$ cat src/rtl/sopc_run_ctrl.sv
// sopc_run_ctrl: run controller and self-check monitor for the openmips
// minimal SOPC. It holds the core in reset for RST_CYCLES after a start pulse,
// lets it run, and watches the fetch address for the HALT_ADDR marker. Each
// register write-back is folded into a rotating XOR signature. The block then
// reports pass, fail or timeout.
//
// Optional feature: define SOPC_RUN_CTRL_TRACE_EN to add a fetch-address trace
// buffer (ports trace_rd_i, trace_pc_o, trace_valid_o). When the macro is not
// defined, the trace ports and the trace logic do not exist.
module sopc_run_ctrl #(
  parameter int                ADDR_W      = 32,
  parameter int                DATA_W      = 32,
  parameter int                CNT_W       = 16,
  parameter int                RST_CYCLES  = 3,
  parameter logic [ADDR_W-1:0] HALT_ADDR   = 32'h0000_0040,
  parameter int                MAX_CYCLES  = 20,
  parameter logic [DATA_W-1:0] EXP_SIG     = 32'h0000_0021,
  parameter int                TRACE_DEPTH = 8
) (
  input  logic              clk,
  input  logic              rst,
  input  logic              start,
  input  logic              inst_ce_i,
  input  logic [ADDR_W-1:0] inst_addr_i,
  input  logic              wb_we_i,
  input  logic [4:0]        wb_addr_i,
  input  logic [DATA_W-1:0] wb_data_i,
`ifdef SOPC_RUN_CTRL_TRACE_EN
  input  logic              trace_rd_i,
  output logic [ADDR_W-1:0] trace_pc_o,
  output logic              trace_valid_o,
`endif
  output logic              cpu_rst_o,
  output logic              busy_o,
  output logic              done_o,
  output logic              pass_o,
  output logic              timeout_o,
  output logic [CNT_W-1:0]  cycle_cnt_o,
  output logic [CNT_W-1:0]  wb_cnt_o,
  output logic [DATA_W-1:0] sig_o
);

  localparam logic [1:0] ST_IDLE  = 2'd0;
  localparam logic [1:0] ST_RESET = 2'd1;
  localparam logic [1:0] ST_RUN   = 2'd2;
  localparam logic [1:0] ST_DONE  = 2'd3;

  localparam int RST_CNT_W = (RST_CYCLES > 1) ? $clog2(RST_CYCLES) : 1;
  localparam logic [RST_CNT_W-1:0] LAST_RST_CYCLE = RST_CNT_W'(RST_CYCLES - 1);
  localparam logic [CNT_W-1:0]     LAST_RUN_CYCLE = CNT_W'(MAX_CYCLES - 1);

  logic [1:0]           state_reg,   state_next;
  logic [RST_CNT_W-1:0] rst_cnt_reg, rst_cnt_next;
  logic [CNT_W-1:0]     cycle_reg,   cycle_next;
  logic [CNT_W-1:0]     wb_cnt_reg,  wb_cnt_next;
  logic [DATA_W-1:0]    sig_reg,     sig_next;
  logic                 done_reg,    done_next;
  logic                 pass_reg,    pass_next;
  logic                 timeout_reg, timeout_next;

  logic              in_run;
  logic              start_acc;
  logic              halt_hit;
  logic              wb_hit;
  logic [DATA_W-1:0] sig_upd;
  logic [DATA_W-1:0] sig_after;

  assign in_run    = (state_reg == ST_RUN);
  assign start_acc = start && ((state_reg == ST_IDLE) || (state_reg == ST_DONE));
  assign halt_hit  = in_run && inst_ce_i && (inst_addr_i == HALT_ADDR);
  // Writes to r0 never change the architectural state, so they are not counted.
  assign wb_hit    = in_run && wb_we_i && (wb_addr_i != 5'd0);
  assign sig_upd   = {sig_reg[DATA_W-2:0], sig_reg[DATA_W-1]} ^ wb_data_i
                     ^ DATA_W'(wb_addr_i);
  // The pass decision sees the signature including a write-back on the halt cycle.
  assign sig_after = wb_hit ? sig_upd : sig_reg;

  // Next-state logic for the run sequencer, counters, signature and status.
  always_comb begin
    state_next   = state_reg;
    rst_cnt_next = rst_cnt_reg;
    cycle_next   = cycle_reg;
    wb_cnt_next  = wb_cnt_reg;
    sig_next     = sig_reg;
    done_next    = done_reg;
    pass_next    = pass_reg;
    timeout_next = timeout_reg;
    case (state_reg)
      ST_IDLE, ST_DONE: begin
        if (start_acc) begin
          state_next   = ST_RESET;
          rst_cnt_next = '0;
          cycle_next   = '0;
          wb_cnt_next  = '0;
          sig_next     = '0;
          done_next    = 1'b0;
          pass_next    = 1'b0;
          timeout_next = 1'b0;
        end
      end
      ST_RESET: begin
        if (rst_cnt_reg == LAST_RST_CYCLE) begin
          state_next = ST_RUN;
        end else begin
          rst_cnt_next = rst_cnt_reg + RST_CNT_W'(1);
        end
      end
      ST_RUN: begin
        cycle_next = cycle_reg + CNT_W'(1);
        sig_next   = sig_after;
        if (wb_hit) begin
          wb_cnt_next = wb_cnt_reg + CNT_W'(1);
        end
        // A halt wins over a timeout that falls on the same cycle.
        if (halt_hit) begin
          state_next = ST_DONE;
          done_next  = 1'b1;
          pass_next  = (sig_after == EXP_SIG);
        end else if (cycle_reg == LAST_RUN_CYCLE) begin
          state_next   = ST_DONE;
          done_next    = 1'b1;
          timeout_next = 1'b1;
        end
      end
      default: state_next = ST_IDLE;
    endcase
  end

  // Register the sequencer state. Reset is asynchronous and clears everything.
  always_ff @(posedge clk or negedge rst) begin
    if (!rst) begin
      state_reg   <= ST_IDLE;
      rst_cnt_reg <= '0;
      cycle_reg   <= '0;
      wb_cnt_reg  <= '0;
      sig_reg     <= '0;
      done_reg    <= 1'b0;
      pass_reg    <= 1'b0;
      timeout_reg <= 1'b0;
    end else begin
      state_reg   <= state_next;
      rst_cnt_reg <= rst_cnt_next;
      cycle_reg   <= cycle_next;
      wb_cnt_reg  <= wb_cnt_next;
      sig_reg     <= sig_next;
      done_reg    <= done_next;
      pass_reg    <= pass_next;
      timeout_reg <= timeout_next;
    end
  end

  // The core is released only while running. It is frozen in IDLE, RESET and DONE.
  assign cpu_rst_o   = ~in_run;
  assign busy_o      = (state_reg == ST_RESET) || in_run;
  assign done_o      = done_reg;
  assign pass_o      = pass_reg;
  assign timeout_o   = timeout_reg;
  assign cycle_cnt_o = cycle_reg;
  assign wb_cnt_o    = wb_cnt_reg;
  assign sig_o       = sig_reg;

`ifdef SOPC_RUN_CTRL_TRACE_EN
  localparam int TR_PTR_W = (TRACE_DEPTH > 1) ? $clog2(TRACE_DEPTH) : 1;
  localparam logic [TR_PTR_W:0] TR_FULL = (TR_PTR_W + 1)'(TRACE_DEPTH);

  logic [ADDR_W-1:0]   tr_mem [TRACE_DEPTH];
  logic [TR_PTR_W-1:0] tr_wr_ptr_reg, tr_wr_ptr_next;
  logic [TR_PTR_W-1:0] tr_rd_ptr_reg, tr_rd_ptr_next;
  logic [TR_PTR_W:0]   tr_cnt_reg,    tr_cnt_next;
  logic [ADDR_W-1:0]   tr_last_reg,   tr_last_next;
  logic                tr_last_vld_reg, tr_last_vld_next;
  logic                tr_valid_reg;
  logic [ADDR_W-1:0]   tr_pc_reg;
  logic                tr_rec;
  logic                tr_pop;
  logic                tr_full;

  // Consecutive fetches of the same address (stalls) are recorded only once.
  assign tr_rec  = in_run && inst_ce_i
                   && (!tr_last_vld_reg || (inst_addr_i != tr_last_reg));
  assign tr_full = (tr_cnt_reg == TR_FULL);
  assign tr_pop  = (state_reg == ST_DONE) && trace_rd_i && (tr_cnt_reg != '0)
                   && !start_acc;

  // Trace pointer bookkeeping. When the buffer is full, a new entry drops the oldest one.
  always_comb begin
    tr_wr_ptr_next   = tr_wr_ptr_reg;
    tr_rd_ptr_next   = tr_rd_ptr_reg;
    tr_cnt_next      = tr_cnt_reg;
    tr_last_next     = tr_last_reg;
    tr_last_vld_next = tr_last_vld_reg;
    if (start_acc) begin
      tr_wr_ptr_next   = '0;
      tr_rd_ptr_next   = '0;
      tr_cnt_next      = '0;
      tr_last_vld_next = 1'b0;
    end else if (tr_rec) begin
      tr_wr_ptr_next   = tr_wr_ptr_reg + TR_PTR_W'(1);
      tr_last_next     = inst_addr_i;
      tr_last_vld_next = 1'b1;
      if (tr_full) begin
        tr_rd_ptr_next = tr_rd_ptr_reg + TR_PTR_W'(1);
      end else begin
        tr_cnt_next = tr_cnt_reg + (TR_PTR_W + 1)'(1);
      end
    end else if (tr_pop) begin
      tr_rd_ptr_next = tr_rd_ptr_reg + TR_PTR_W'(1);
      tr_cnt_next    = tr_cnt_reg - (TR_PTR_W + 1)'(1);
    end
  end

  // Trace control registers. Reset is asynchronous.
  always_ff @(posedge clk or negedge rst) begin
    if (!rst) begin
      tr_wr_ptr_reg   <= '0;
      tr_rd_ptr_reg   <= '0;
      tr_cnt_reg      <= '0;
      tr_last_reg     <= '0;
      tr_last_vld_reg <= 1'b0;
      tr_valid_reg    <= 1'b0;
    end else begin
      tr_wr_ptr_reg   <= tr_wr_ptr_next;
      tr_rd_ptr_reg   <= tr_rd_ptr_next;
      tr_cnt_reg      <= tr_cnt_next;
      tr_last_reg     <= tr_last_next;
      tr_last_vld_reg <= tr_last_vld_next;
      tr_valid_reg    <= tr_pop;
    end
  end

  // Trace storage: a write port and a registered read port, so it maps onto block RAM.
  always_ff @(posedge clk) begin
    if (tr_rec && !start_acc) begin
      tr_mem[tr_wr_ptr_reg] <= inst_addr_i;
    end
    if (tr_pop) begin
      tr_pc_reg <= tr_mem[tr_rd_ptr_reg];
    end
  end

  assign trace_pc_o    = tr_pc_reg;
  assign trace_valid_o = tr_valid_reg;
`endif

endmodule

$ cat config.mk
export PLATFORM = sky130hd
export DESIGN_NAME = sopc_run_ctrl
export DESIGN_NICKNAME = d
export VERILOG_FILES = /design/src/rtl/sopc_run_ctrl.sv
export SDC_FILE = /design/constraint.sdc
export NUM_CORES = 1
export LEC_CHECK = 0
export CORE_ASPECT_RATIO = 0.7
export CORE_MARGIN = 4
export CORE_UTILIZATION = 48
export DETAILED_ROUTE_END_ITERATION = 10
export PLACE_DENSITY = 0.86
export REMOVE_ABC_BUFFERS = 1
export SLEW_MARGIN = 15
export SYNTH_ARGS = -nofsm -noshare
export SYNTH_HDL_FRONTEND = slang
export SYNTH_SLANG_ARGS = --single-unit
$ cat constraint.sdc
create_clock -name clk -period 3.2 [get_ports clk]
set_input_delay 0.48 -clock clk [delete_from_list [all_inputs] [get_ports clk]]
set_output_delay 0.48 -clock clk [all_outputs]
set_load 0.02 [all_outputs]
# --- Yosys cells after proc, flatten, opt, wreduce, memory -nomap -nowiden ---
# Index checks and enable logic that the tools add are counted.
totals:
  reg_bits: 71
  out_inout_bits: 69
  inputBits: 74
classes:
  n_reduce_logical: 19
  eq_ne: 15
  bitwise: 3
  n_addsub: 3
  mux: 23
ops:
  columns: ["cell", "n"]
  rows:
  - ["32-bit two-way mux", 2]
  - ["16-bit one-hot mux with 2 select lines", 2]
  - ["32-bit one-hot mux with 2 select lines", 1]
  - ["16-bit by 1-bit adder with 16-bit output (second input constant)", 2]
  - ["32-bit by 6-bit == test with 1-bit output (second input constant)", 1]
  - ["32-bit by 7-bit == test with 1-bit output (second input constant)", 1]
  - ["16-bit two-way mux", 2]
  - ["32-bit bitwise XOR", 1]
  - ["32-bit by 5-bit bitwise XOR with 32-bit output", 1]
  - ["16-bit by 5-bit == test with 1-bit output (second input constant)", 1]
  - ["3-bit AND reduction", 5]
  - ["2-bit two-way mux", 6]
  - ["2-bit inequality test (second input constant)", 4]
  - ["2-bit == test (second input constant)", 3]
  - ["2-bit by 1-bit inequality test with 1-bit output (second input constant)", 3]
  - ["1-bit one-hot mux with 2 select lines", 3]
  - ["2-bit one-hot mux with 3 select lines", 1]
  - ["1-bit logical AND", 5]
  - ["1-bit two-way mux", 5]
  - ["5-bit nonzero test", 1]
  - ["2-bit one-hot mux with 2 select lines", 1]
  - ["4-bit AND reduction", 1]
  - ["2-bit nonzero test", 2]
  - ["3-bit by 1-bit inequality test with 1-bit output (second input constant)", 1]
  - ["other kinds (7)", 8]

# --- Logic depth before layout (Yosys ltp) ---
# Gate-level depths: netlist (run 1).
logic_depth:
  ltp_word: 7
  ltp_mapped: 9

# --- Worst setup path after synthesis (run 1) ---
# OpenSTA, ideal clock, no wires.
synth_timing:
  kind: "register to register"
  startpoint: "reg state_reg[0]"
  endpoint: "reg wb_cnt_reg[11] (netlist: wb_cnt_o[11])"
  setup_time_ns: 0.078
  path_slack_ns: 1.144
  path_buffers: 1
  stages_incl_launch_ff: 9
  t_arrival_ns: 1.978
  cell_sequence: "dfrtp_1 > inv_1 > ha_1 > mux2_4 > nand3_2 > a211o_1 > buf_6 > or3_1 > a21oi_1"
synth_via:
  elab_chain_len: 5
  word_cells_on_any_way: 13
  cone_classes: "4 x eq/ne; 1 x mux; 8 x reduce/logical"
synth_lines:
  columns: ["element", "line_no", "rtl"]
  rows:
  - ["start: declaration", "52", "logic [1:0] state_reg, state_next;"]
  - ["start signal: assignment", "141", "state_reg <= state_next;"]
  - ["2-bit == test, or another cell as far along", "68, 88", null]
  - ["1-bit logical AND / 1-bit logical OR (equally long branches)", "72, 69", null]
  - ["1-bit logical AND, on equally long branches", "72, 69", null]
  - ["2-bit by 1-bit inequality test with 1-bit output (no line) / 2-bit inequality test (equally long branches)", null, null]
  - ["3-bit AND reduction (no line)", null, null]
  - ["end signal: assignment", "144", "wb_cnt_reg <= wb_cnt_next;"]
  - ["end: declaration", "55", "logic [CNT_W-1:0] wb_cnt_reg, wb_cnt_next;"]
# Parallel ways exist; a longest one is shown, timed or not.
# A chain may end at the register's enable or synchronous reset.

# --- Final worst setup path (run 1) ---
layout_timing:
  startpoint: "reg state_reg[0]"
  endpoint: "out cpu_rst_o"
layout_via:
  elab_chain_len: 2
layout_lines:
  columns: ["element", "line_no", "rtl"]
  rows:
  - ["2-bit == test", "68", "assign in_run = (state_reg == ST_RUN);"]
  - ["1-bit NOT", "153", "assign cpu_rst_o = ~in_run;"]
  - ["end: declaration", "33", "output logic cpu_rst_o,"]
# No other way between the ends.

==> flow_metrics.py, run 1 <==
metrics = {
    "sta": {
        "slew_headroom": 0.445,
        "fmax_mhz": 369,
        "rsz0062_at_grt": "no",
        "worst_slew_pin_slew_ns": 0.832,
        "clock_skew_ns": 0.00619,
        "min_period_ns": 2.71,
        "finalCritPeriodShare": 0.846,
        "worst_hold_slack_ns": 0.240,
        "hold_viol_final": 0,
        "setup_tns_ns": 0,
        "setup_viol": 0,
        "slew_violations": 0,
    },
    "route": {
        "route.vias.total": 3900,
        "avgViaCountPerCell": 5.89,
        "dr.pass1.iters": 5,
        "drt_iter0_drc": 296,
        "drc": 0,
        "routed_wl_um": 12100,
        "drtAntennaViolNets": 0,
        "routedWlPerCell_um": 18.3,
    },
    "synthesis": {
        "synth-async-reset-ratio": 1.00,
        "post_synth_and_or_nand_nor_area_fraction": 0.231,
        "ys_seq_area_frac": 0.460,
        "synth.avg_cell_area_sq_um": 9.33,
        "synth-main-ff-cell": "dfrtp_1",
        "synthDistinctLibCells": 47,
        "netlist_area_sq_um": 3860,
        "yosys.area.top_type_share": 0.460,
        "synth_largest_area_cell": "dfrtp_1",
        "synth_cells": 414,
        "synth_edf_count": 0,
        "synthXorXnorAreaFrac": 0.111,
        "synthAdderAreaFrac": 0.0194,
        "synth_warnings": 0,
        "synth_common_cells": "71 x dfrtp_1, 51 x o21ai_0, 48 x nand3_1",
        "netlist_top_cells_area": "dfrtp_1 46%, xnor2_1 9.1%, o21ai_0 6.6%, nand3_1 6.2%, nand2_1 3.0%",
        "synth_compound_area_frac": 0.134,
        "synth.area.mux_share": 0.0143,
        "synth_seq_cells": 71,
        "yosysMostFrequentCell": "dfrtp_1",
        "synth_top_family_by_area": "simple AND/OR/NAND/NOR gates",
    },
    "critical_path": {
        "endpoint_kind": "primary output",
        "worstPathArrival_ns": 2.23,
        "rrSetupSlack_ns": 0.77,
        "crit_required_ns": 2.72,
        "critPathKind": "flop to primary output",
        "crit_path_max_fanout": 11,
        "start_kind": "flop",
    },
    "grt": {
        "grt-busiest-layer": "met2",
        "grt_pass1_vias": 3927,
        "gr-usage-met3": 0.0787,
        "grt_pass1_wl_um": 19900,
        "grt_max_degree": 65,
        "use_met2": 0.424,
        "grt-ovfl-total": 0,
        "grt_antenna_before_repair": 0,
        "grt.total_usage": 0.259,
        "use_met1": 0.334,
    },
    "min_path": {
        "hold_path_class": "input port to asynchronous set/reset pin",
    },
    "clocking": {
        "post_cts_buffers": 0,
        "ctsHoldBuffers": 0,
        "insertion_delay_ns": 0.34,
        "cts_resized": 0,
        "clock-sinks": 71,
        "clockBufferDepth": 2,
        "cts_root_buf": "clkbuf_16",
        "cts_tree": "yes",
        "htreeDepth": 3,
        "numCtsBuffers": 9,
        "path_clk_slew_ns": 0.06,
    },
    "place": {
        "hpwl_um": 9210,
        "port_buffers": 142,
        "place.gp.congestion": 0.920,
    },
    "die": {
        "die_h_um": 83.0,
        "die_w_um": 115,
        "core.rowCount": 27,
        "coreArea_sq_um": 7840,
        "ios": 143,
        "start_util": 0.493,
        "dieArea_sq_um": 9570,
    },
    "power": {
        "finalPower_mw": 3.96,
        "power_density_nw_per_um2": 697,
        "p_leak_nw": 2.24,
        "vdd_drop_max_mv": 0.456,
    },
    "cells_and_area": {
        "largest_reg_flops": 32,
        "final_nets": 636,
        "syn_to_final_growth_pct": 47.2,
        "antenna_cells_inserted": 0,
        "layout-drive-gt1-share": 0.0553,
    },
    "job": {
        "drv_cap": 0,
    },
    "status": {
        "status": "complete, no violations",
    },
}
==> worst max-delay path, stage by stage (launching register included) <==
cell and delay (ns):
dfrtp_1 0.42, inv_1 0.06, ha_1 0.31, buf_4 0.23
inv_1 0.19, clkdlybuf4s50_1 0.68
==> worst paths after layout <==
kind | start | endpoint | depth (start not counted)
min | rst | sig_o[13] | 1
min reg2reg | timeout_o | timeout_o | 1
min in group clk | timeout_o | timeout_o | 1
max in group asynchronous | rst | wb_cnt_o[1] | 2
max reg2reg | state_reg[0] | wb_cnt_o[9] | 7
max | state_reg[0] | cpu_rst_o | 5
==> stage by stage <==
stage,instance area [sq um],setup slack [ns],util,instances
3_5_place_dp,5400,0.535,0.689,646
4_1_cts,5690,0.501,0.725,662
2_1_floorplan,3780,0.752,-,396
5_1_grt,5690,0.390,0.725,662
6_report,5690,0.493,0.725,662
3_3_place_gp,5400,0.641,0.689,646
==> report_power, final <==
part	internal (mW)	total (mW)	switching, mW	leakage (nW)
clock network	0.568	0.953	0.385	0.135
logic	0.737	1.75	1.01	1.13
registers	1.06	1.26	0.207	0.970
==> layer usage <==
layer,part of all wire,wire length [um],vias up
met5,0,0,-
met4,0.019,236,0
met2,0.49,5890,187
met3,0.091,1100,26
li1,-,-,1797
met1,0.40,4880,1890
==> layout make-up <==
cell class	instances	area [sq um]
Clock buffer	12	256
Clock inverter	4	28.8
Fill cell	577	2150
Inverter	9	33.8
Multi-Input combinational cell	316	1970
Sequential cell	71	1780
Tap cell	101	126
Timing Repair Buffer	149	1490
==> cells by family after synthesis <==
| family | count (synthesis) |
|---|---|
| compound gates | 88 |
| mux | 5 |
| buf+inv | 27 |
| flops | 71 |
| fa+ha+maj | 6 |
| xor+xnor | 49 |
| simple gates | 168 |
==> cells in the final DEF (no fill, tap or decap), types with 3 or more instances in the layout <==
| master | count |
|---|---|
| xor2_1 | 9 |
| nand4_1 | 12 |
| a21oi_1 | 13 |
| buf_4 | 5 |
| nor3_1 | 11 |
| o21ai_0 | 51 |
| inv_1 | 9 |
| o31ai_1 | 3 |
| nand3_1 | 48 |
| nor4_1 | 15 |
| clkbuf_16 | 9 |
| or3_1 | 8 |
| dfrtp_1 | 71 |
| nor2_1 | 21 |
| xnor2_1 | 40 |
| clkdlybuf4s50_1 | 141 |
| and3_1 | 3 |
| a22o_1 | 3 |
| nand2_1 | 31 |
| nor4b_1 | 4 |
| ha_1 | 6 |
| mux2i_1 | 4 |
No activity file was read; power rests on OpenSTA's default activity.
==> run 2: changes to the inputs <==
--- a/config.mk
+++ b/config.mk
@@ -7,9 +7,9 @@
 export LEC_CHECK = 0
 export CORE_ASPECT_RATIO = 0.7
 export CORE_MARGIN = 4
-export CORE_UTILIZATION = 48
+export CORE_UTILIZATION = 41
 export DETAILED_ROUTE_END_ITERATION = 10
-export PLACE_DENSITY = 0.86
+export PLACE_DENSITY = 0.78
 export REMOVE_ABC_BUFFERS = 1
 export SLEW_MARGIN = 15
 export SYNTH_ARGS = -nofsm -noshare
==> constraint.sdc (replaced) <==
create_clock -name clk -period 2.2 [get_ports clk]
set_input_delay 0.33 -clock clk [delete_from_list [all_inputs] [get_ports clk]]
set_output_delay 0.33 -clock clk [all_outputs]
set_load 0.02 [all_outputs]
==> flow_metrics.py, run 2 (synthesis gave the netlist of run 1 again) <==
metrics = {
    "status": {
        "status": "complete, no violations",
    },
    "grt": {
        "grt.total_usage": 0.228,
        "grt-ovfl-total": 0,
        "grt_max_degree": 44,
        "grt_pass1_wl_um": 19400,
        "grt_antenna_before_repair": 0,
        "grt_pass1_vias": 3912,
    },
    "critical_path": {
        "cpMaxStageDelayCell": "dfrtp_1",
        "cpLargestDelayFamily": "simple AND/OR/NAND/NOR gates",
        "critPathKind": "flop to flop",
        "crit_chain": "ha_1 -> mux2_4 -> buf_4 -> nand2_1 -> a211o_1 -> or3_1 -> a21oi_2",
        "crit_required_ns": 2.45,
        "rrSetupSlack_ns": 0.07,
        "r2r_cells": 7,
        "start_kind": "flop",
        "worstSetupEndpoint": "wb_cnt_o[12]",
        "r2r-end": "wb_cnt_o[12]",
        "cpPeakStageDelay_ns": 0.40,
        "crit_start": "state_reg[1]",
        "endpoint_kind": "flop",
        "worstPathArrival_ns": 2.38,
        "crit_cells": 7,
        "r2r-start": "state_reg[1]",
        "critPathBufInv": 1,
        "crit_path_max_fanout": 5,
    },
    "clocking": {
        "htreeDepth": 3,
        "cts_tree": "yes",
        "cts_root_buf": "clkbuf_16",
        "path_clk_slew_ns": 0.06,
        "numCtsBuffers": 9,
        "clockBufferDepth": 2,
        "insertion_delay_ns": 0.33,
        "clock-sinks": 71,
        "ctsHoldBuffers": 0,
    },
    "sta": {
        "slew_violations": 0,
        "setup_viol": 0,
        "fmax_mhz": 469,
        "rsz0062_at_grt": "yes",
        "hold_viol_final": 0,
        "slew_headroom": 0.563,
        "clock_skew_ns": 0.00492,
        "min_period_ns": 2.13,
        "fin_ws_ns": 0.0699,
        "finalCritPeriodShare": 0.968,
        "setup_tns_ns": 0,
        "worst_slew_pin_slew_ns": 0.656,
    },
    "route": {
        "drc": 0,
        "dr.pass1.iters": 5,
        "drtAntennaViolNets": 0,
        "routedWlPerCell_um": 17.5,
        "route.vias.total": 3925,
        "drt_iter0_drc": 306,
        "avgViaCountPerCell": 5.59,
        "routed_wl_um": 12300,
    },
    "power": {
        "p_seq_frac": 0.294,
        "power_density_nw_per_um2": 1050,
        "p_leak_nw": 2.37,
        "p_clk_frac": 0.270,
        "combPwrFrac": 0.436,
        "finalPower_mw": 6.22,
        "vdd_drop_max_mv": 0.559,
        "p_int_mw": 3.86,
        "p_sw_frac": 0.380,
        "switching_power_mw": 2.36,
    },
    "cells_and_area": {
        "final_cell_mix": "139 x clkdlybuf4s50_1, 71 x dfrtp_1, 51 x o21ai_0",
        "final_nets": 653,
        "syn_to_final_growth_pct": 54.1,
        "largest_reg_flops": 32,
        "antenna_cells_inserted": 0,
        "fillers": 721,
        "layout_commonest_cell": "clkdlybuf4s50_1",
        "layout-drive-gt1-share": 0.0917,
    },
    "die": {
        "dieArea_sq_um": 11100,
        "core.rowCount": 29,
        "die_h_um": 89.2,
        "die_w_um": 124,
        "ios": 143,
        "start_util": 0.424,
        "coreArea_sq_um": 9110,
    },
    "place": {
        "port_buffers": 142,
        "place.gp.congestion": 0.876,
        "hpwl_um": 9270,
        "pre_cts_slack_ns": -0.0996,
    },
    "min_path": {
        "hold_path_class": "input port to asynchronous set/reset pin",
    },
    "job": {
        "drv_cap": 0,
    },
}
==> run 2: routing by layer <==
metal	routed length (um)	up-vias	global-route usage
li1	-	1834	-
met1	5030	1888	0.288
met2	5960	187	0.387
met3	1140	16	0.0689
met4	174	0	0.0557
met5	0	-	0
==> run 2: timing repair <==
action,in CTS,in global routing
resized for setup,5,6
pin swaps,2,3
setup endpoints to repair,5,12
endpoints found under the hold margin,0,0
buffers inserted,2,0
==> run 2: layout make-up <==
class,instances,area [sq um],share of cell area
Multi-Input combinational cell,316,2000,0.336
Sequential cell,71,1780,0.299
Timing Repair Buffer,166,1640,0.275
Clock buffer,11,243,0.0408
Tap cell,124,155,0.0261
Clock inverter,5,105,0.0177
Inverter,9,33.8,0.00568
==> run 2: worst min-delay path by stage <==
stage               start        endpoint  slack, ns  cells after the start
global route          rst       sig_o[14]       0.08                      1
floorplan             rst  cycle_cnt_o[0]       0.03                      0
CTS                   rst       sig_o[14]       0.04                      1
global placement      rst       sig_o[13]       0.40                      1
finish                rst       sig_o[14]       0.02                      1
detailed placement    rst       sig_o[14]       0.39                      1
==> run 2: per-stage QoR <==
step                instance area [sq um]  hold slack (ns)  std cells   util
floorplan                            3780           0.0344        396      -
global placement                     5550            0.396        684  0.610
detailed placement                   5550            0.394        684  0.610
CTS                                  5930           0.0424        702  0.651
global route                         5950           0.0777        702  0.653
finish                               5950           0.0216        702  0.653
==> run 2: power by group through the flow <==
stage / Sequential, mW / Clock [mW] / Combinational, mW
2_1_floorplan: 2.00 / 0 / 1.17
3_3_place_gp: 1.82 / 0 / 2.57
3_5_place_dp: 1.83 / 0 / 2.64
4_1_cts: 1.82 / 1.70 / 2.69
5_1_grt: 1.86 / 1.77 / 2.92
6_report: 1.83 / 1.68 / 2.71
